File: src/rtl/leb128_if.sv
// leb128_if: control, byte-stream and result bundle between the ROM/cpu side (master) and the decoder (slave)
interface leb128_if;
  logic        start;
  logic        is_signed;
  logic        width64;
  logic [7:0]  byte_in;
  logic        byte_valid;
  logic        byte_ready;
  logic        busy;
  logic [63:0] result;
  logic [3:0]  length;
  logic        result_valid;
  logic        error;
  modport master (output start, is_signed, width64, byte_in, byte_valid,
                  input  byte_ready, busy, result, length, result_valid, error);
  modport slave  (input  start, is_signed, width64, byte_in, byte_valid,
                  output byte_ready, busy, result, length, result_valid, error);
endinterface

File: src/rtl/leb128_decoder.sv
// leb128_decoder: byte-serial signed/unsigned LEB128 decoder (32/64-bit limits); ports: clk, reset, bus (leb128_if.slave)
module leb128_decoder (
  input logic     clk,
  input logic     reset,
  leb128_if.slave bus
);
  typedef enum logic [1:0] {IDLE, ACCUM, DONE, ERR} state_t;
  state_t      r_state;
  logic        r_busy, r_ready, r_valid, r_err, r_signed, r_w64;
  logic [63:0] r_acc, r_result;
  logic [6:0]  r_shift;
  logic [3:0]  r_count, r_length;
  logic [7:0]  w_b;
  logic [63:0] w_acc, w_sx, w_ext;
  logic [6:0]  w_shift;
  logic [3:0]  w_count;
  logic        w_last, w_canon, w_ok;
  always_comb begin
    w_b     = bus.byte_in;
    w_count = r_count + 4'd1;
    w_shift = r_shift + 7'd7;
    w_acc   = r_acc | ({57'd0, w_b[6:0]} << r_shift);
    w_sx    = (r_signed && w_shift < 7'd64 && w_b[6]) ? (w_acc | ({64{1'b1}} << w_shift)) : w_acc;
    w_ext   = r_w64 ? w_sx : r_signed ? {{32{w_sx[31]}}, w_sx[31:0]} : {32'd0, w_sx[31:0]};
    w_last  = w_count == (r_w64 ? 4'd10 : 4'd5);
    // unused high bits of the limit byte must be zero, or copies of the sign bit
    w_canon = r_w64 ? (r_signed ? (w_b[6:0] == 7'h00 || w_b[6:0] == 7'h7F) : w_b[6:1] == 6'd0)
                    : (r_signed ? (w_b[6:3] == 4'h0 || w_b[6:3] == 4'hF) : w_b[6:4] == 3'd0);
    w_ok    = !w_last || w_canon;
  end
  always_ff @(posedge clk) begin
    if (reset) begin
      r_state  <= IDLE;
      r_busy   <= 1'b0;
      r_ready  <= 1'b0;
      r_valid  <= 1'b0;
      r_err    <= 1'b0;
      r_result <= 64'd0;
      r_length <= 4'd0;
      r_acc    <= 64'd0;
      r_shift  <= 7'd0;
      r_count  <= 4'd0;
      r_signed <= 1'b0;
      r_w64    <= 1'b0;
    end else begin
      r_valid <= 1'b0;
      r_err   <= 1'b0;
      case (r_state)
        IDLE: if (bus.start) begin
          r_state  <= ACCUM;
          r_busy   <= 1'b1;
          r_ready  <= 1'b1;
          r_signed <= bus.is_signed;
          r_w64    <= bus.width64;
          r_acc    <= 64'd0;
          r_shift  <= 7'd0;
          r_count  <= 4'd0;
        end
        ACCUM: if (bus.byte_valid && r_ready) begin
          r_acc   <= w_acc;
          r_shift <= w_shift;
          r_count <= w_count;
          if (!w_b[7] && w_ok) begin
            r_state  <= DONE;
            r_ready  <= 1'b0;
            r_valid  <= 1'b1;
            r_result <= w_ext;
            r_length <= w_count;
          end else if (!w_b[7] || w_last) begin
            r_state  <= ERR;
            r_ready  <= 1'b0;
            r_err    <= 1'b1;
            r_result <= 64'd0;
            r_length <= w_count;
          end
        end
        default: begin
          r_state <= IDLE;
          r_busy  <= 1'b0;
        end
      endcase
    end
  end
  assign bus.byte_ready   = r_ready;
  assign bus.busy         = r_busy;
  assign bus.result       = r_result;
  assign bus.length       = r_length;
  assign bus.result_valid = r_valid;
  assign bus.error        = r_err;
endmodule
File: src/flat_wrapper.sv
// flat-port wrapper written by rule: the top's interface ports become plain ports
module leb128_decoder_flat 
  (clk, reset, bus_start, bus_is_signed, bus_width64, bus_byte_in, bus_byte_valid, bus_byte_ready, bus_busy, bus_result, bus_length, bus_result_valid, bus_error);
  leb128_if bus_i ();
  input logic clk;
  input logic reset;
  input wire logic [$bits(bus_i.start)-1:0] bus_start;
  input wire logic [$bits(bus_i.is_signed)-1:0] bus_is_signed;
  input wire logic [$bits(bus_i.width64)-1:0] bus_width64;
  input wire logic [$bits(bus_i.byte_in)-1:0] bus_byte_in;
  input wire logic [$bits(bus_i.byte_valid)-1:0] bus_byte_valid;
  output wire logic [$bits(bus_i.byte_ready)-1:0] bus_byte_ready;
  output wire logic [$bits(bus_i.busy)-1:0] bus_busy;
  output wire logic [$bits(bus_i.result)-1:0] bus_result;
  output wire logic [$bits(bus_i.length)-1:0] bus_length;
  output wire logic [$bits(bus_i.result_valid)-1:0] bus_result_valid;
  output wire logic [$bits(bus_i.error)-1:0] bus_error;
  assign bus_i.start = bus_start;
  assign bus_i.is_signed = bus_is_signed;
  assign bus_i.width64 = bus_width64;
  assign bus_i.byte_in = bus_byte_in;
  assign bus_i.byte_valid = bus_byte_valid;
  assign bus_byte_ready = bus_i.byte_ready;
  assign bus_busy = bus_i.busy;
  assign bus_result = bus_i.result;
  assign bus_length = bus_i.length;
  assign bus_result_valid = bus_i.result_valid;
  assign bus_error = bus_i.error;
  leb128_decoder u_core (.clk(clk), .reset(reset), .bus(bus_i));
endmodule
File: config.mk
export PLATFORM = sky130hd
export DESIGN_NAME = leb128_decoder_flat
export DESIGN_NICKNAME = d
export VERILOG_FILES = /design/src/rtl/leb128_if.sv /design/src/rtl/leb128_decoder.sv /design/src/flat_wrapper.sv
export SDC_FILE = /design/constraint.sdc
export NUM_CORES = 1
export LEC_CHECK = 0
export CORE_MARGIN = 2
export CORE_UTILIZATION = 45
export DETAILED_ROUTE_END_ITERATION = 6
export PLACE_DENSITY = 0.64
export REMOVE_ABC_BUFFERS = 1
export SETUP_SLACK_MARGIN = 0.02
export SYNTH_ARGS = -nofsm -noshare
export SYNTH_HDL_FRONTEND = slang
export SYNTH_SLANG_ARGS = --single-unit
export TNS_END_PERCENT = 5
File: constraint.sdc
create_clock -name clk -period 8.9 [get_ports clk]
set_clock_uncertainty 0.2 [all_clocks]
set_input_delay 1.335 -clock clk [delete_from_list [all_inputs] [get_ports clk]]
set_output_delay 1.335 -clock clk [all_outputs]
set_load 0.02 [all_outputs]
# Word level (Yosys, flattened, before mapping)
# Index checks and enable logic that the tools add are counted.
[word_totals]
register_bits = 151
input_bits = 14
output_inout_bits = 72
[classes]
add_sub_neg = 2
magnitude_cmp = 1
n_eq_ne = 7
shifts = 2
muxes = 33
n_bitwise = 4
n_reduce_logical = 25
[ops]
columns = ["op", "count"]
rows = [
  ["two-way mux 64 bit", 7],
  ["bitwise OR 64 bit", 2],
  ["one-hot mux 64 bit (2 select lines)", 1],
  ["left shift 64 x 7 -> 64 bit (first input constant)", 1],
  ["left shift 7 x 7 -> 64 bit", 1],
  ["two-way mux 4 bit", 5],
  ["two-way mux 7 bit", 2],
  ["one-hot mux 7 bit (2 select lines)", 1],
  ["two-way mux 1 bit", 9],
  ["AND reduction 3 bit", 3],
  ["two-way mux 2 bit", 4],
  ["one-hot mux 4 bit (2 select lines)", 1],
  ["adder 7 x 3 -> 7 bit (second input constant)", 1],
  ["equality test 7 bit (second input constant)", 1],
  ["zero test 7 bit", 1],
  ["< comparator 7 bit (second input constant)", 1],
  ["zero test 6 bit", 1],
  ["adder 4 x 1 -> 4 bit (second input constant)", 1],
  ["equality test 4 bit", 1],
  ["equality test 4 bit (second input constant)", 1],
  ["logical AND 1 bit", 4],
  ["zero test 4 bit", 1],
  ["logical OR 1 bit", 4],
  ["one-hot mux 1 bit (2 select lines)", 2],
  ["other kinds (14)", 18],
]

# Depth between registers and ports, before layout
# Gate-level depths: netlist (run 1).
[depth]
ltp_word = 9
ltp_mapped = 13

# Worst setup path before layout (run 1)
# OpenSTA, ideal clock, no wires.
[synth_timing]
kind = "in2reg"
from = "input port bus_byte_in[5]"
to = "register u_core.r_result[54], in the netlist u_core.bus.result[54]"
arrival_time_ns = 2.778
slack_ns = 5.785
stages = 7
n_path_buf = 1
path_cell_list = "mux2_4 -> mux4_2 -> and2_1 -> buf_6 -> a211oi_2 -> a21boi_2 -> o32ai_2"
[synth_via]
elab_chain_len = 8
word_cells_on_any_way = 22
classes_between = "2 x eq/ne; 1 x shift; 7 x mux; 2 x bitwise; 10 x reduce/logical"
[synth_rtl]
columns = ["element", "line", "source"]
rows = [
  ["start, declared", "flat_wrapper.sv:10", "input wire logic [$bits(bus_i.byte_in)-1:0] bus_byte_in;"],
  ["branches (longest 8 deep; another with left shift 7 x 7 -> 64 bit)", "n/a", ""],
  ["end signal, assigned", "leb128_decoder.sv:67", "r_result <= w_ext;"],
  ["end, declared", "leb128_decoder.sv:10", "logic [63:0] r_acc, r_result;"],
]
# Several ways; the timed one is not identified.
# A chain may end at the register's enable or synchronous reset.

# Final worst setup path (run 1)
[layout_timing]
from = "register u_core.r_shift[0]"
to = "register u_core.r_result[36], in the netlist u_core.bus.result[36]"
[layout_via]
elab_chain_len = 8
word_cells_on_any_way = 12
classes_between = "1 x add/sub; 1 x order compare; 2 x shift; 4 x mux; 2 x bitwise; 2 x reduce/logical"
[layout_rtl]
columns = ["element", "line", "source"]
rows = [
  ["start, declared", "leb128_decoder.sv:11", "logic [6:0] r_shift;"],
  ["start signal, assigned", "leb128_decoder.sv:61", "r_shift <= w_shift;"],
  ["branches (longest 4 deep; another with adder 7 x 3 -> 7 bit)", "n/a", ""],
  ["two-way mux 64 bit (*)", "leb128_decoder.sv:23", "w_sx = (r_signed && w_shift < 7'd64 && w_b[6]) ? (w_acc | ({64{1'b1}} << w_shift)) : w_acc;"],
  ["two-way mux 64 bit", "leb128_decoder.sv:24", "w_ext = r_w64 ? w_sx : r_signed ? {{32{w_sx[31]}}, w_sx[31:0]} : {32'd0, w_sx[31:0]};"],
  ["two-way mux 64 bit (*)", "leb128_decoder.sv:24", ""],
  ["two-way mux 64 bit (*)", "leb128_decoder.sv:63", "if (!w_b[7] && w_ok) begin"],
]
# Mark *: on every way between the ends.

==> Implementation_results.wiki, run 1 <==
{| class="wikitable"
! Metric !! Value
|-
| Area of the core || 16000 um2
|-
| Core Util, Final || 0.558
|-
| Total number of vias || 7369
|-
| Depth of the worst register-to-register path || 10
|-
| Leftover overflow at the end of global routing || 0
|-
| Hold WC Path Type || reg2reg
|-
| Type of element capturing the critical path || register
|-
| Router iterations before antenna repair || 6
|-
| First-pass GRT wire length || 41400 um
|-
| Slew HR || 0.164
|-
| Clock network latency to the later pin of the worst-skew pair || 0.43 ns
|-
| Path type of the worst setup path || reg2reg
|-
| Number of antenna diodes || 0
|-
| Antenna violations before repair || 0
|-
| Die height || 132 um
|-
| CTS Hold Bufs || 0
|-
| Number of nets in the final layout || 928
|-
| Number of max-cap violations || 0
|-
| Power density over the cells || 175 nW/um2
|-
| Highest clock frequency the design can meet || 223 MHz
|-
| Number of rows created at floorplan || 46
|-
| Syn. warnings || 0
|-
| Slack of the worst reg-to-reg path || 4.42 ns
|-
| Largest driver fanout on the critical path || 30
|-
| Number of remaining DRC errors || 0
|-
| Dominant register cell in the synthesized netlist || dfxtp_1
|-
| Clock tree from TritonCTS || built
|-
| Via count of the first global-routing pass || 6989
|-
| Delay contributed by the slowest stage of the critical path || 0.78 ns
|-
| WL final || 26900 um
|-
| Post-CTS setup buffer count || 0
|-
| Cell-internal power || 1.15 mW
|-
| Clock network fraction of total power || 0.477
|-
| Number of input and output port buffers inserted || 85
|-
| Outcome || complete, no violations
|-
| Gate power share || 0.086
|-
| Final-layout fill cell count || 1526
|-
| CP Data Required Time || 8.97 ns
|-
| Sw frac || 0.265
|-
| Level count of the clock H-tree || 4
|-
| Weighted congestion reported at the end of routability-driven placement || 0.967
|-
| Kind of start point of the critical path || register
|-
| Met1 capacity usage during global routing || 0.408
|-
| Clock-pin slew reported for the worst setup and hold paths after clock tree synthesis || 0.07 ns
|-
| Post-synthesis instance total || 862
|-
| Horizontal die dimension || 132 um
|-
| Count of unique library cells instantiated by Yosys || 80
|-
| IR drop worst, VDD || 142 uV
|-
| Seq pwr share || 0.437
|-
| RSZ-0062 raised after global routing || no
|-
| Library cell appearing most often on the critical path || ha_1
|-
| Number of enable-type register cells in the synthesized netlist || 0
|-
| Count of nets left with antenna violations after detail routing || 0
|-
| Fin crit period || 4.48 ns
|-
| CTS max path bufs || 2
|-
| Ratio of cells with drive above 1 in the final layout || 0.0911
|-
| TritonCTS Buffers || 17
|-
| Synthesized area per cell || 8.60 um2
|-
| Global-route usage over all layers || 0.305
|-
| Sequential element share of the synthesized area || 0.408
|-
| Largest net degree at the start of global routing || 38
|-
| Post-DR vias/cell || 6.48
|-
| Async set or reset register ratio after synthesis || 0
|-
| Starting DRT DRC Count || 696
|-
| Post-synthesis to final-layout area growth || 20.4%
|-
| Static Leakage || 2.98 nW
|-
| Routed length per instance || 23.7 um
|-
| # clock sinks || 151
|-
| I/O Pins || 86
|-
| Starting Density || 0.463
|-
| Crit path DAT || 4.55 ns
|-
| Final count of pins violating max slew || 0
|-
| Switching power of the nets || 0.415 mW
|-
| Period utilisation layout || 0.504
|-
| Register bit total from synthesis || 151
|-
| Resize count post-CTS || 0
|-
| Summed negative setup slack over all endpoints || 0 ns
|-
| Met2 routing resource usage after global routing || 0.474
|-
| Root Buffer || clkbuf_16
|-
| Count of endpoints failing hold in the final timing report || 0
|-
| Slew of the pin with the lowest slew margin || 1.24 ns
|-
| Global-route layer with the greatest usage || met2
|-
| Number of cells on the worst hold path || 1
|-
| Post-synthesis instance area || 7410 um2
|-
| Slowest stage cell on the critical path || nor2b_1
|-
| Die area || 17500 um2
|-
| Endpoints failing setup || 0
|-
| Series of cell instances along the critical path || buf_4 > clkinv_1 > ha_1 > inv_1 > ha_1 > nor2b_1 > or2_2 > o21ai_0 > a2111oi_0 > o32ai_1
|-
| Routing usage on met3 || 0.0634
|-
| HPWL after detailed placement || 18300 um
|}
## cells in the final DEF (no fill, tap or decap), types with 20 or more instances in the layout
cell / netlist / routed
nor2_1: 100 / 98
o2bb2ai_1: 23 / 23
nor3_1: 25 / 24
a22o_1: 26 / 26
nand2_1: 66 / 66
a211oi_1: 20 / 20
a21oi_1: 89 / 89
a221oi_1: 27 / 27
o32ai_1: 27 / 26
o21ai_0: 26 / 26
clkdlybuf4s50_1: 0 / 84
dfxtp_1: 151 / 151
## layer usage
layer	vias to the layer above	share of wire
met4	0	0.034
met2	411	0.45
met3	67	0.081
met5	-	0
li1	3333	-
met1	3558	0.43
## kinds of logic after synthesis
kind of cell,share of synthesized area
AO/OA/AOI/OAI,0.319
AND/OR/NAND/NOR,0.173
flip-flops,0.408
buffers and inverters,0.0528
multiplexers,0.0316
XOR/XNOR,0.00709
adder cells (fa/ha/maj),0.00844
## registers in the layout, summed over array words and instances, names as in the netlist
name / cells
u_core.bus.busy: 1
u_core.bus.byte_ready: 1
u_core.bus.error: 1
u_core.bus.length: 4
u_core.bus.result: 64
u_core.bus.result_valid: 1
u_core.r_acc: 64
u_core.r_count: 4
u_core.r_shift: 7
u_core.r_signed: 1
u_core.r_state: 2
u_core.r_w64: 1
## worst max-delay path: cells and delay by family (launching register included)
family                     cells  cell delay [ns]
AOI/OAI and AO/OA              3             0.95
and+or+nand+nor                2             1.10
adders and majority gates      2             0.98
buffers and inverters          3             0.76
DFF                            1             0.31
## metrics by stage
stage	total power, mW	std cells	setup WS [ns]	hold WS, ns	instance area [um2]
after floorplan	0.768	790	5.11	0.228	7070
after global placement	0.826	1105	4.50	0.241	8310
after detailed placement	0.827	1105	4.35	0.245	8310
after CTS	1.56	1137	4.69	0.267	8910
after global routing	1.60	1138	4.36	0.280	8920
final	1.56	1138	4.42	0.263	8920
## power by group through the flow
stage | logic (mW) | clock network [mW] | registers (mW)
2_1_floorplan | 0.0652 | 0 | 0.703
3_3_place_gp | 0.128 | 0 | 0.698
3_5_place_dp | 0.129 | 0 | 0.698
4_1_cts | 0.130 | 0.749 | 0.683
5_1_grt | 0.142 | 0.778 | 0.683
6_report | 0.135 | 0.745 | 0.683
## final cells by class
type	count	area, um2	area share
multi-input combinational	626	4010	0.450
sequential	151	3020	0.339
timing repair buffer	100	966	0.108
clock buffer	18	439	0.0492
tap	216	270	0.0303
clock inverter	14	161	0.0181
inverter	13	48.8	0.00547
## path summary, 6_finish.rpt
| check | start | end |
|---|---|---|
| worst min register to register | u_core.bus.result[25] | u_core.bus.result[25] |
| worst max register to register | u_core.r_shift[0] | u_core.bus.result[36] |
| worst min-delay path | u_core.bus.result[25] | u_core.bus.result[25] |
| worst max-delay path | u_core.r_shift[0] | u_core.bus.result[36] |
## cells in the mapped netlist, drive strengths merged, types with 10 or more instances
master   number  area, um2
nand3        10       50.1
a22oi        15        113
o21ai        30        150
dfxtp       151       3020
buf          25        165
o32ai        29        269
nand2b       16        100
inv          11       41.3
clkbuf       47        178
nor2        101        382
mux2i        11        110
nand2        67        254
nor2b        11       68.8
a21oi        90        462
o2bb2ai      23        201
o22ai        10       62.6
a211oi       21        163
a221oi       29        267
nor3         26        135
a22o         26        228
No activity file was read; power rests on OpenSTA's default activity.
==> run 2: changes to the inputs <==
PLACE_DENSITY = 0.67   (was 0.64)
clock period = 4.1 ns   (was 8.9 ns; I/O delays follow)
==> run 2 against run 1 <==
Sequential share of layout area shrank 0.56 points. Hold slack worse by 0.0059 ns. Combinational power up 120%. Highest routed layer unchanged. Critical path type unchanged.
==> Implementation_results.wiki, run 2 (same netlist as run 1, synthesis figures left out) <==
{| class="wikitable"
! Metric !! Value
|-
| # clock sinks || 151 (unchanged)
|-
| I/O Pins || 86 (unchanged)
|-
| Clock-pin slew reported for the worst setup and hold paths after clock tree synthesis || 0.07 ns (about the same)
|-
| Highest clock frequency the design can meet || 286 MHz (+28%)
|-
| First-pass GRT wire length || 38800 um (-6.2%)
|-
| Post-DR vias/cell || 6.32 (-2.3%)
|-
| Starting DRT DRC Count || 915 (+31%)
|-
| Post-CTS setup buffer count || 0 (unchanged)
|-
| CTS max path bufs || 2 (unchanged)
|-
| Total Power || 3.33 mW (+110%)
|-
| Total number of vias || 7355 (-0.19%)
|-
| Clock network fraction of total power || 0.466 (-0.011)
|-
| Number of max-cap violations || 0 (unchanged)
|-
| IR drop worst, VDD || 305 uV (+110%)
|-
| Outcome || complete, no violations
|-
| Count of nets left with antenna violations after detail routing || 0 (unchanged)
|-
| Area of the core || 16000 um2 (unchanged)
|-
| Via count of the first global-routing pass || 6662 (-4.7%)
|-
| Weighted congestion reported at the end of routability-driven placement || 0.979 (+1.3%)
|-
| Count of endpoints failing hold in the final timing report || 0 (unchanged)
|-
| Resize count post-CTS || 0 (unchanged)
|-
| Finished Cell Area || 9070 um2 (+1.7%)
|-
| Post-layout instance count excluding filler cells || 1163 (+2.2%)
|-
| Post-synthesis to final-layout area growth || 22.4%
|-
| Placed Area || 8490 um2 (+2.2%)
|-
| Slew of the pin with the lowest slew margin || 1.05 ns (-0.198 ns)
|-
| Area of the multi-input gates || 4000 um2 (-0.25%)
|-
| Kind of start point of the critical path || register
|-
| CP Data Required Time || 4.20 ns (-4.77 ns)
|-
| Path type of the worst setup path || reg2reg
|-
| Global-route usage over all layers || 0.283 (-0.0222)
|-
| Switching power of the nets || 0.899 mW (+120%)
|-
| Core Util, Final || 0.567 (+0.00931)
|-
| Number of input and output port buffers inserted || 85 (unchanged)
|-
| Fin crit period || 3.50 ns (-0.983 ns)
|-
| Static Leakage || 3.08 nW (+3.3%)
|-
| Hold WC Path Type || reg2reg
|-
| Min setup slack post-route || 0.601 ns (-3.82 ns)
|-
| Ratio of cells with drive above 1 in the final layout || 0.113 (+0.0219)
|-
| Number of rows created at floorplan || 46 (unchanged)
|-
| Die area || 17500 um2 (unchanged)
|-
| HPWL after detailed placement || 17100 um (-6.8%)
|-
| Number of nets in the final layout || 953 (+2.7%)
|-
| Placed cell count || 1131 (+2.4%)
|-
| WL final || 25100 um (-6.9%)
|-
| Crit path DAT || 3.60 ns (-0.95 ns)
|-
| Power density over the cells || 367 nW/um2 (+110%)
|-
| Antenna violations before repair || 0 (unchanged)
|-
| Clock network latency to the later pin of the worst-skew pair || 0.44 ns (about the same)
|-
| Worst setup slack after placement || 0.480 ns (-3.87 ns)
|-
| Horizontal die dimension || 132 um (unchanged)
|-
| Gate power share || 0.088 (+0.002)
|-
| Cell-internal power || 2.43 mW (+110%)
|-
| Type of element capturing the critical path || register
|-
| Final-layout fill cell count || 1518 (-0.52%)
|-
| Starting Density || 0.463 (unchanged)
|-
| TritonCTS Buffers || 17 (unchanged)
|-
| Routed length per instance || 21.6 um (-8.9%)
|-
| Sw frac || 0.270 (+0.00486)
|-
| Endpoints failing setup || 0 (unchanged)
|-
| Router iterations before antenna repair || 7 (+1)
|-
| RSZ-0062 raised after global routing || no
|-
| Largest net degree at the start of global routing || 34 (-11%)
|-
| Number of antenna diodes || 0 (unchanged)
|-
| Sequential cell area || 3020 um2 (unchanged)
|-
| Most common cell after layout, fill and taps aside || dfxtp_1
|-
| Level count of the clock H-tree || 4 (unchanged)
|-
| Post-route worst hold slack || 0.257 ns (-0.00592 ns)
|-
| Summed negative setup slack over all endpoints || 0 ns (unchanged)
|-
| Largest driver fanout on the critical path || 20 (-33%)
|-
| Slew HR || 0.301 (+0.137)
|-
| Seq pwr share || 0.446 (+0.009)
|-
| Period utilisation layout || 0.853 (+0.350)
|-
| Clock tree from TritonCTS || built
|-
| Number of remaining DRC errors || 0 (unchanged)
|-
| Final count of pins violating max slew || 0 (unchanged)
|-
| Root Buffer || clkbuf_16
|-
| Most frequent cells in the layout || dfxtp_1, nor2_1, a21oi_1, clkdlybuf4s50_1, nand2_1
|-
| Leftover overflow at the end of global routing || 0 (unchanged)
|-
| CTS Hold Bufs || 0 (unchanged)
|-
| Die height || 132 um (unchanged)
|}
==> run 2: cell types whose count changed in the layout (fill, tap and decap cells not counted) <==
| cell | before | now |
|---|---|---|
| clkbuf_8 | 1 | 0 |
| nor2_1 | 98 | 99 |
| bufinv_16 | 2 | 1 |
| clkinv_4 | 2 | 0 |
| o32ai_2 | 3 | 2 |
| buf_4 | 14 | 40 |
| buf_8 | 1 | 0 |
| o32ai_1 | 26 | 27 |
| inv_8 | 2 | 4 |
| clkinvlp_4 | 1 | 4 |
| nor2_2 | 3 | 2 |
| clkinv_2 | 2 | 1 |
==> run 2: worst paths after layout <==
kind	slack [ns]	cells after the start	start	endpoint
worst min register to register	0.26	2	u_core.bus.result[23]	u_core.bus.result[23]
worst max-delay path	0.60	9	u_core.r_shift[0]	u_core.bus.result[44]
worst max register to register	0.60	9	u_core.r_shift[0]	u_core.bus.result[44]
worst min-delay path	0.26	2	u_core.bus.result[23]	u_core.bus.result[23]
==> run 2: per-layer routing <==
metal	vias up	part of all wire	GRT usage	routed length (um)
li1	3388	-	-	-
met1	3432	0.43	0.395	10800
met2	447	0.43	0.420	10800
met3	88	0.095	0.0600	2390
met4	0	0.041	0.123	1020
met5	-	0	0	0
==> run 2: power by group through the flow <==
stage / Clock, mW / Combinational, mW / Sequential (mW)
2_1_floorplan: 0 / 0.142 / 1.53
3_3_place_gp: 0 / 0.284 / 1.52
3_5_place_dp: 0 / 0.284 / 1.52
4_1_cts: 1.56 / 0.286 / 1.48
5_1_grt: 1.62 / 0.311 / 1.49
6_report: 1.55 / 0.293 / 1.49
==> run 2: final cells by class <==
class                      count  area share
multi-input combinational    626       0.441
sequential                   151       0.333
timing repair buffer         125       0.126
clock buffer                  17      0.0469
tap                          216      0.0298
clock inverter                15      0.0170
inverter                      13     0.00538
==> run 2: worst max-delay path, stage by stage, from the launching register on <==
cell	delay, ns
dfxtp_1	0.33
clkinv_1	0.22
ha_1	0.38
nand2b_1	0.18
a311oi_2	0.16
nor2_1	0.34
nor2_1	0.14
o311ai_4	0.93
buf_4	0.35
o32ai_1	0.12
==> run 3: changes to the inputs <==
SLEW_MARGIN = 20   (was default)
==> results of run 3 <==
Final layout, timing and power as in run 2 (identical DEF).
